File: src/rtl/capture_event_arbiter_if.sv
// Event handshake between the capture arbiter (master) and its consumer (slave).
// evt_time exists only when CAPTURE_ARB_TIMESTAMP_EN is defined.
interface capture_event_arbiter_if #(
    parameter int IDX_WIDTH = 4
);
    logic                 evt_valid;
    logic                 evt_ready;
    logic [IDX_WIDTH-1:0] evt_port;
`ifdef CAPTURE_ARB_TIMESTAMP_EN
    logic [15:0]          evt_time;

    modport master (output evt_valid, output evt_port, output evt_time, input evt_ready);
    modport slave  (input evt_valid, input evt_port, input evt_time, output evt_ready);
`else
    modport master (output evt_valid, output evt_port, input evt_ready);
    modport slave  (input evt_valid, input evt_port, output evt_ready);
`endif
endinterface

File: src/rtl/capture_event_arbiter.sv
// Round-robin arbiter turning sticky per-port capture flags into a valid/ready event stream.
// Define CAPTURE_ARB_TIMESTAMP_EN to add a free-running timestamp latched with each grant.
module capture_event_arbiter #(
    parameter int NUM_PORTS = 12,
    parameter int IDX_WIDTH = 4
) (
    input  logic                    clk,
    input  logic                    rst_n,
    input  logic                    enable,
    input  logic [NUM_PORTS-1:0]    capture,
    output logic [NUM_PORTS-1:0]    clr,
    output logic                    irq,
    output logic                    err,
    input  logic                    err_clr,
    capture_event_arbiter_if.master evt
);

    typedef enum logic [1:0] {
        IDLE,
        PRESENT,
        CLEAR,
        WAIT
    } state_t;

    state_t               state;
    logic                 evt_valid_q;
    logic [IDX_WIDTH-1:0] evt_port_q;
    logic [IDX_WIDTH-1:0] ptr;
    logic [IDX_WIDTH-1:0] winner;
    logic [IDX_WIDTH-1:0] idx;
    logic [3:0]           timeout;
    logic [3:0]           timeout_next;
    logic                 any_capture;
    logic                 port_pending;
    logic                 grant;

    assign any_capture  = |capture;
    assign port_pending = capture[evt_port_q];
    assign grant        = (state == IDLE) && enable && any_capture;
    assign timeout_next = timeout + 4'd1;

    // Scan from farthest to nearest so the first set bit after ptr overwrites the rest.
    always_comb begin
        int j;
        j      = 0;
        idx    = '0;
        winner = ptr;
        for (int i = NUM_PORTS; i >= 1; i--) begin
            j = int'(ptr) + i;
            if (j >= NUM_PORTS) begin
                j = j - NUM_PORTS;
            end
            idx = IDX_WIDTH'(j);
            if (capture[idx]) begin
                winner = idx;
            end
        end
    end

    always_ff @(posedge clk or negedge rst_n) begin
        if (!rst_n) begin
            state       <= IDLE;
            evt_valid_q <= 1'b0;
            evt_port_q  <= '0;
            clr         <= '0;
            irq         <= 1'b0;
            err         <= 1'b0;
            timeout     <= '0;
            ptr         <= IDX_WIDTH'(NUM_PORTS - 1);
        end else begin
            irq <= enable & any_capture;
            clr <= '0;
            if (err_clr) begin
                err <= 1'b0;
            end
            case (state)
                IDLE: begin
                    if (grant) begin
                        evt_port_q  <= winner;
                        evt_valid_q <= 1'b1;
                        state       <= PRESENT;
                    end
                end
                PRESENT: begin
                    if (evt.evt_ready) begin
                        evt_valid_q <= 1'b0;
                        clr         <= {{(NUM_PORTS-1){1'b0}}, 1'b1} << evt_port_q;
                        state       <= CLEAR;
                    end
                end
                CLEAR: begin
                    timeout <= '0;
                    state   <= WAIT;
                end
                WAIT: begin
                    // A flag that refuses to clear must not wedge the arbiter; flag it and move on.
                    if (!port_pending) begin
                        ptr     <= evt_port_q;
                        timeout <= '0;
                        state   <= IDLE;
                    end else if (timeout_next == 4'd15) begin
                        err     <= 1'b1;
                        ptr     <= evt_port_q;
                        timeout <= '0;
                        state   <= IDLE;
                    end else begin
                        timeout <= timeout_next;
                    end
                end
                default: state <= IDLE;
            endcase
        end
    end

    assign evt.evt_valid = evt_valid_q;
    assign evt.evt_port  = evt_port_q;

`ifdef CAPTURE_ARB_TIMESTAMP_EN
    logic [15:0] ts_count;
    logic [15:0] evt_time_q;

    always_ff @(posedge clk or negedge rst_n) begin
        if (!rst_n) begin
            ts_count   <= '0;
            evt_time_q <= '0;
        end else begin
            if (enable) begin
                ts_count <= ts_count + 16'd1;
            end
            if (grant) begin
                evt_time_q <= ts_count;
            end
        end
    end

    assign evt.evt_time = evt_time_q;
`endif

endmodule

File: src/flat_wrapper.sv
// flat-port wrapper written by rule: the top's interface ports become plain ports
module capture_event_arbiter_flat 
#(
    parameter int NUM_PORTS = 12,
    parameter int IDX_WIDTH = 4
)
  (clk, rst_n, enable, capture, clr, irq, err, err_clr, evt_evt_valid, evt_evt_port, evt_evt_ready);
  capture_event_arbiter_if #(.IDX_WIDTH(IDX_WIDTH)) evt_i ();
  input  logic clk;
  input  logic rst_n;
  input  logic enable;
  input  logic [NUM_PORTS-1:0] capture;
  output logic [NUM_PORTS-1:0] clr;
  output logic irq;
  output logic err;
  input  logic err_clr;
  output wire logic [$bits(evt_i.evt_valid)-1:0] evt_evt_valid;
  output wire logic [$bits(evt_i.evt_port)-1:0] evt_evt_port;
  input wire logic [$bits(evt_i.evt_ready)-1:0] evt_evt_ready;
  assign evt_evt_valid = evt_i.evt_valid;
  assign evt_evt_port = evt_i.evt_port;
  assign evt_i.evt_ready = evt_evt_ready;
  capture_event_arbiter #(.NUM_PORTS(NUM_PORTS), .IDX_WIDTH(IDX_WIDTH)) u_core (.clk(clk), .rst_n(rst_n), .enable(enable), .capture(capture), .clr(clr), .irq(irq), .err(err), .err_clr(err_clr), .evt(evt_i));
endmodule
File: config.mk
export PLATFORM = sky130hd
export DESIGN_NAME = capture_event_arbiter_flat
export DESIGN_NICKNAME = d
export VERILOG_FILES = /design/src/rtl/capture_event_arbiter_if.sv /design/src/rtl/capture_event_arbiter.sv /design/src/flat_wrapper.sv
export SDC_FILE = /design/constraint.sdc
export NUM_CORES = 1
export LEC_CHECK = 0
export BUFFER_PORTS_ARGS = -buffer_cell sky130_fd_sc_hd__clkbuf_2
export CAP_MARGIN = 20
export CORE_AREA = 2 2 95 97
export CTS_CLUSTER_DIAMETER = 60
export CTS_CLUSTER_SIZE = 16
export DETAILED_ROUTE_END_ITERATION = 8
export DIE_AREA = 0 0 97 99
export GPL_TIMING_DRIVEN = 0
export PLACE_DENSITY_LB_ADDON = 0.08
export SLEW_MARGIN = 20
export SYNTH_ARGS = -nofsm -noshare
export SYNTH_HDL_FRONTEND = slang
export SYNTH_SLANG_ARGS = --single-unit
File: constraint.sdc
create_clock -name clk -period 5.5 [get_ports clk]
set_input_delay 1.1 -clock clk [delete_from_list [all_inputs] [get_ports clk]]
set_output_delay 1.1 -clock clk [all_outputs]
set_load 0.01 [all_outputs]
==> out/qor.yml, run 1 <==
status: "complete, no violations"
cts_tree: "built"
vias: 3923
critPathMaxFanout: 11
drive_gt1_share_pct: 18.16
grt_overflow_total: 0
maxSlewViolCount: 0
nets: 547
die_h_um: 99
grt_pass1_vias: 3541
synthesis.area_mm2: 0.003824
wirelength_um: 12080
relSlewSlack_pct: 41.33
placed_cell_area_mm2: 0.004134
initial_utilization_pct: 44.72
synth_ff_type: "dfrtp_1"
timing.fmax_mhz: 208.5
vias_per_cell: 6.442
worstSetupStartpointType: "flop"
rsz0062_at_grt: "no"
post_cts_buffers: 0
place_hpwl_um: 9216
arrival_ps: 4960
synth_area_leaders: "dfrtp_1, ha_1, mux4_2"
clock_skew_ps: 5.499
clockBufferDepth: 2
finalHoldViolations: 0
area_growth_pct: 10.93
ctsHoldBuffers: 0
ant_nets: 0
die_area_mm2: 0.009603
clockRootBuffer: "clkbuf_8"
synth_edf_count: 0
synthCells: 458
yosys.area.top_type: "dfrtp_1"
yosys_warnings: 0
dr.pass1.iters: 5
antenna_found_initial: 0
numCtsBuffers: 5
setup_tns_ps: 0
rows: 34
ys_seq_elements: 29
io_pins: 36
grt_usage_pct: 25.18
synthDistinctLibCells: 83
grt_max_degree: 30
setup_viol: 0
io_buffers: 35
hold_class: "reg -> reg"
critPathCaptureType: "flop"
finalCriticalPeriod_ps: 4796
drt_iter0_drc: 363
path_clk_slew_ps: 70
core-area_mm2: 0.008551
route.detailed.drc: 0
maxCapViolations: 0
avgRoutedWirePerCell_um: 19.84
clock_sinks: 29
crit_type: "reg -> reg"
fin_crit_sh_pct: 87.20
synth_nets: 505
grt_pass1_wl_um: 19270
fin_area_mm2: 0.004242
die_x_um: 97
synth_async_sr_flop_share_pct: 100.0
cts_resized: 0
cp_data_required_time_ps: 5670
tightest_slew_ps: 867.8
routabilityCongestion: 0.9403
yosysTopAreaCellShare_pct: 17.02
clock_latency_ps: 280
htreeDepth: 2
yosysSeqAreaShare_pct: 19.08
avgSynthCellArea_um2: 8.349
insertedDiodeCount: 0
worst paths after layout:
check | from | slack (ps) | depth (start not counted) | to
min in group asynchronous | rst_n | 870 | 1 | u_core.timeout[3]$_DFFE_PN0P_
max reg2reg | u_core.ptr[1]$_DFFE_PN1P_ | 700 | 16 | u_core.evt.evt_port[0]$_DFFE_PN0P_
max in group asynchronous | rst_n | 4140 | 1 | u_core.evt.evt_port[0]$_DFFE_PN0P_
max | u_core.ptr[1]$_DFFE_PN1P_ | 700 | 16 | u_core.evt.evt_port[0]$_DFFE_PN0P_
min | u_core.evt.evt_valid$_DFFE_PN0P_ | 520 | 2 | u_core.evt.evt_valid$_DFFE_PN0P_
min reg2reg | u_core.evt.evt_valid$_DFFE_PN0P_ | 520 | 2 | u_core.evt.evt_valid$_DFFE_PN0P_
layout by cell type (no fill, tap or decap), drive strengths merged, types with 6 or more instances in the layout:
cell type	count
clkbuf	53
nand2	47
nor2	37
ha	30
dfrtp	26
inv	26
o21ai	24
a21oi	18
nor3	16
mux4	15
nand2b	11
nand4	10
nand3	10
mux2i	8
mux2	8
buf	8
xnor2	7
o22ai	7
and2	7
a22oi	7
o211ai	7
or3	6
and3	6
a21boi	6
nor4	6
kinds of logic after synthesis:
kind of cell	synth area share, %
AND/OR/NAND/NOR	26.37
AO/OA/AOI/OAI	23.59
buffers and inverters	5.170
multiplexers	13.48
adder cells (fa/ha/maj)	9.817
flip-flops	19.08
XOR/XNOR	2.487
synthesized netlist by cell type, drive strengths merged (8+ instances only):
cell type / instances
mux4: 15
inv: 26
clkbuf: 12
dfrtp: 26
buf: 8
mux2: 8
mux2i: 8
nand2b: 11
nor3: 16
ha: 30
nor2: 37
a21oi: 18
nand3: 10
nand2: 47
nand4: 10
o21ai: 24
critical path, stage by stage (launching register included):
cell and delay (ps):
dfstp_2 660, buf_2 310, buf_2 300, inv_1 230
ha_1 340, xor2_1 240, inv_1 140, clkbuf_1 250
ha_1 250, and2_1 150, or4_1 550, nand4_1 110
o211ai_1 190, a211oi_1 270, o211ai_1 150, a2111o_1 450
o311ai_1 90
per-stage QoR:
stage | util, % | std cells | hold slack (ps) | worst slack (ps)
after floorplan | - | 458 | 491.0 | 1580
after global placement | 48.35 | 601 | 512.7 | 786.2
after detailed placement | 48.35 | 601 | 521.0 | 786.2
after CTS | 49.60 | 609 | 536.0 | 777.1
after global routing | 49.60 | 609 | 574.2 | 462.9
final | 49.60 | 609 | 524.8 | 704.2
state kept, by name, summed over array words and instances, names as in the netlist:
signal,count
u_core.ptr,4
u_core.irq,1
u_core.evt.evt_port,4
u_core.clr,12
u_core.err,1
u_core.state,2
u_core.timeout,4
u_core.evt.evt_valid,1
area by class of cell:
cell class | instances | area, um^2
Tap cell | 108 | 135.1
Buffer | 20 | 100.1
Inverter | 26 | 97.59
Clock inverter | 2 | 35.03
Timing Repair Buffer | 35 | 175.2
Clock buffer | 6 | 72.57
Sequential cell | 29 | 729.5
Multi-Input combinational cell | 383 | 2897
Fill cell | 854 | 4309
per-layer routing:
| layer | GRT usage [%] | up-vias | part of all wire, % |
|---|---|---|---|
| met5 | 0 | - | 0 |
| met4 | 5.417 | 0 | 1.5 |
| met3 | 4.752 | 24 | 7.2 |
| met2 | 39.21 | 163 | 46 |
| met1 | 36.61 | 1907 | 45 |
| li1 | - | 1829 | - |
Power of run 1 is not shown: default switching activity piles up to over one toggle a cycle in this logic, so the estimate is an artifact.
==> run 2: changes to the inputs <==
--- a/config.mk
+++ b/config.mk
@@ -8,6 +8,7 @@
 export BUFFER_PORTS_ARGS = -buffer_cell sky130_fd_sc_hd__clkbuf_2
 export CAP_MARGIN = 20
 export CORE_AREA = 2 2 95 97
+export CTS_BUF_LIST = sky130_fd_sc_hd__clkbuf_8
 export CTS_CLUSTER_DIAMETER = 60
 export CTS_CLUSTER_SIZE = 16
 export DETAILED_ROUTE_END_ITERATION = 8
==> run 2 against run 1 <==
Net effect: worst setup slack gained 4.2 ps; clock skew decreased by 0.58 ps; register-to-register slack hardly changed; critical path depth unchanged; highest routed layer unchanged.
==> out/qor.yml, run 2 (synthesized netlist as in run 1, its figures left out) <==
rr_endpoint: "u_core.evt.evt_port[0]$_DFFE_PN0P_"
ctsHoldBuffers: 0
die_x_um: 97
arrival_ps: 4960
path_cells: "buf_2 > buf_2 > inv_1 > ha_1 > xor2_1 > inv_1 > clkbuf_1 > ha_1 > and2_1 > or4_1 > nand4_1 > o211ai_1 > a211oi_1 > o211ai_1 > a2111o_1 > o311ai_1"
crit_family: "buffers and inverters"
cp_data_required_time_ps: 5670
critPathMaxFanout: 11
clock_sinks: 29
initial_utilization_pct: 44.72
grt_pass1_vias: 3541
setup_tns_ps: 0
fin_crit_sh_pct: 87.12
finalHoldViolations: 0
path_clk_slew_ps: 70
place_hpwl_um: 9216
ant_nets: 0
critPathCaptureType: "flop"
hold_depth: 2
holdPathEnd: "u_core.evt.evt_valid$_DFFE_PN0P_"
regMostFlops: "u_core.clr"
die_area_mm2: 0.009603
core-area_mm2: 0.008551
area_growth_pct: 10.93
tightest_slew_ps: 853.3
crit_path_max_incr_delay_ps: 660
rows: 34
crit_buf_inv: 5
crit_start: "u_core.ptr[1]$_DFFE_PN1P_"
regArea_um2: 729.5
path_depth: 16
grt_pass1_wl_um: 19270
drive_gt1_share_pct: 18.16
final_cell_mix: "nand2_1, nor2_1, clkbuf_2"
crit_type: "reg -> reg"
rrSetupSlack_ps: 710
die_h_um: 99
grt_overflow_total: 0
hold_class: "reg -> reg"
dr.pass1.iters: 5
setup_viol: 0
htreeDepth: 2
grt_max_degree: 30
clock_skew_ps: 4.922
avgRoutedWirePerCell_um: 19.81
rsz0062_at_grt: "no"
worstSetupStartpointType: "flop"
cp_slowest_cell: "dfstp_2"
numCtsBuffers: 5
r2r_cells: 16
insertedDiodeCount: 0
drt_iter0_drc: 363
clock_latency_ps: 280
nets: 547
vias: 3904
routabilityCongestion: 0.9403
worstHoldStart: "u_core.evt.evt_valid$_DFFE_PN0P_"
timing.fmax_mhz: 208.7
status: "complete, no violations"
clockRootBuffer: "clkbuf_8"
maxCapViolations: 0
route.detailed.drc: 0
post_cts_buffers: 0
io_buffers: 35
cts_tree: "built"
antenna_found_initial: 0
relSlewSlack_pct: 42.31
regToRegStartpoint: "u_core.ptr[1]$_DFFE_PN1P_"
clockBufferDepth: 2
maxSlewViolCount: 0
io_pins: 36
wirelength_um: 12070
fillCellCount: 854
multi_input_area_mm2: 0.002897
finalCriticalPeriod_ps: 4792
largest_reg_flops: 12
final_common_cell: "nand2_1"
vias_per_cell: 6.411
grt_usage_pct: 25.18
cts_resized: 0
run 2: cell types whose count changed in the layout (fill, tap and decap cells not counted), sizes merged:
cell / change
inv: +1
clkbuf: -1
run 2: per-layer routing:
metal / vias to the layer above / wire [um] / global-route usage, %
met5: - / 0 / 0
met4: 0 / 208 / 5.417
met3: 22 / 907 / 4.752
met2: 159 / 5532 / 39.21
met1: 1897 / 5419 / 36.61
li1: 1826 / - / -
run 2: metrics by stage:
stage | std cells | hold WS [ps] | setup WS (ps) | area (um^2) | utilization (%)
detailed placement | 601 | 521.0 | 786.2 | 4134 | 48.35
floorplan | 458 | 491.0 | 1580 | 3824 | -
CTS | 609 | 536.0 | 777.1 | 4242 | 49.60
global placement | 601 | 512.7 | 786.2 | 4134 | 48.35
finish | 609 | 524.8 | 708.4 | 4242 | 49.60
global route | 609 | 574.2 | 462.9 | 4242 | 49.60
run 2: how the worst max path moves through the flow:
stage,end,slack [ps]
CTS,u_core.evt.evt_port[0]$_DFFE_PN0P_,780
floorplan,u_core.evt.evt_port[0]$_DFFE_PN0P_,1580
global placement,u_core.evt.evt_port[0]$_DFFE_PN0P_,790
finish,u_core.evt.evt_port[0]$_DFFE_PN0P_,710
global route,u_core.evt.evt_port[0]$_DFFE_PN0P_,460
detailed placement,u_core.evt.evt_port[0]$_DFFE_PN0P_,790
run 2: worst reg2reg max path: stages (launching register included):
cell,delay (ps)
dfstp_2,660
buf_2,310
buf_2,300
inv_1,230
ha_1,340
xor2_1,240
inv_1,140
clkbuf_1,250
ha_1,250
and2_1,150
or4_1,550
nand4_1,110
o211ai_1,190
a211oi_1,270
o211ai_1,150
a2111o_1,450
o311ai_1,90
run 2: cell type report:
type | count | share of cell area (%)
sequential | 29 | 17.20
buffer | 20 | 2.360
tap | 108 | 3.186
inverter | 26 | 2.301
timing repair buffer | 35 | 4.130
multi-input combinational | 383 | 68.29
clock inverter | 3 | 0.9145
clock buffer | 5 | 1.622
Power of run 2 is left out for the same reason.
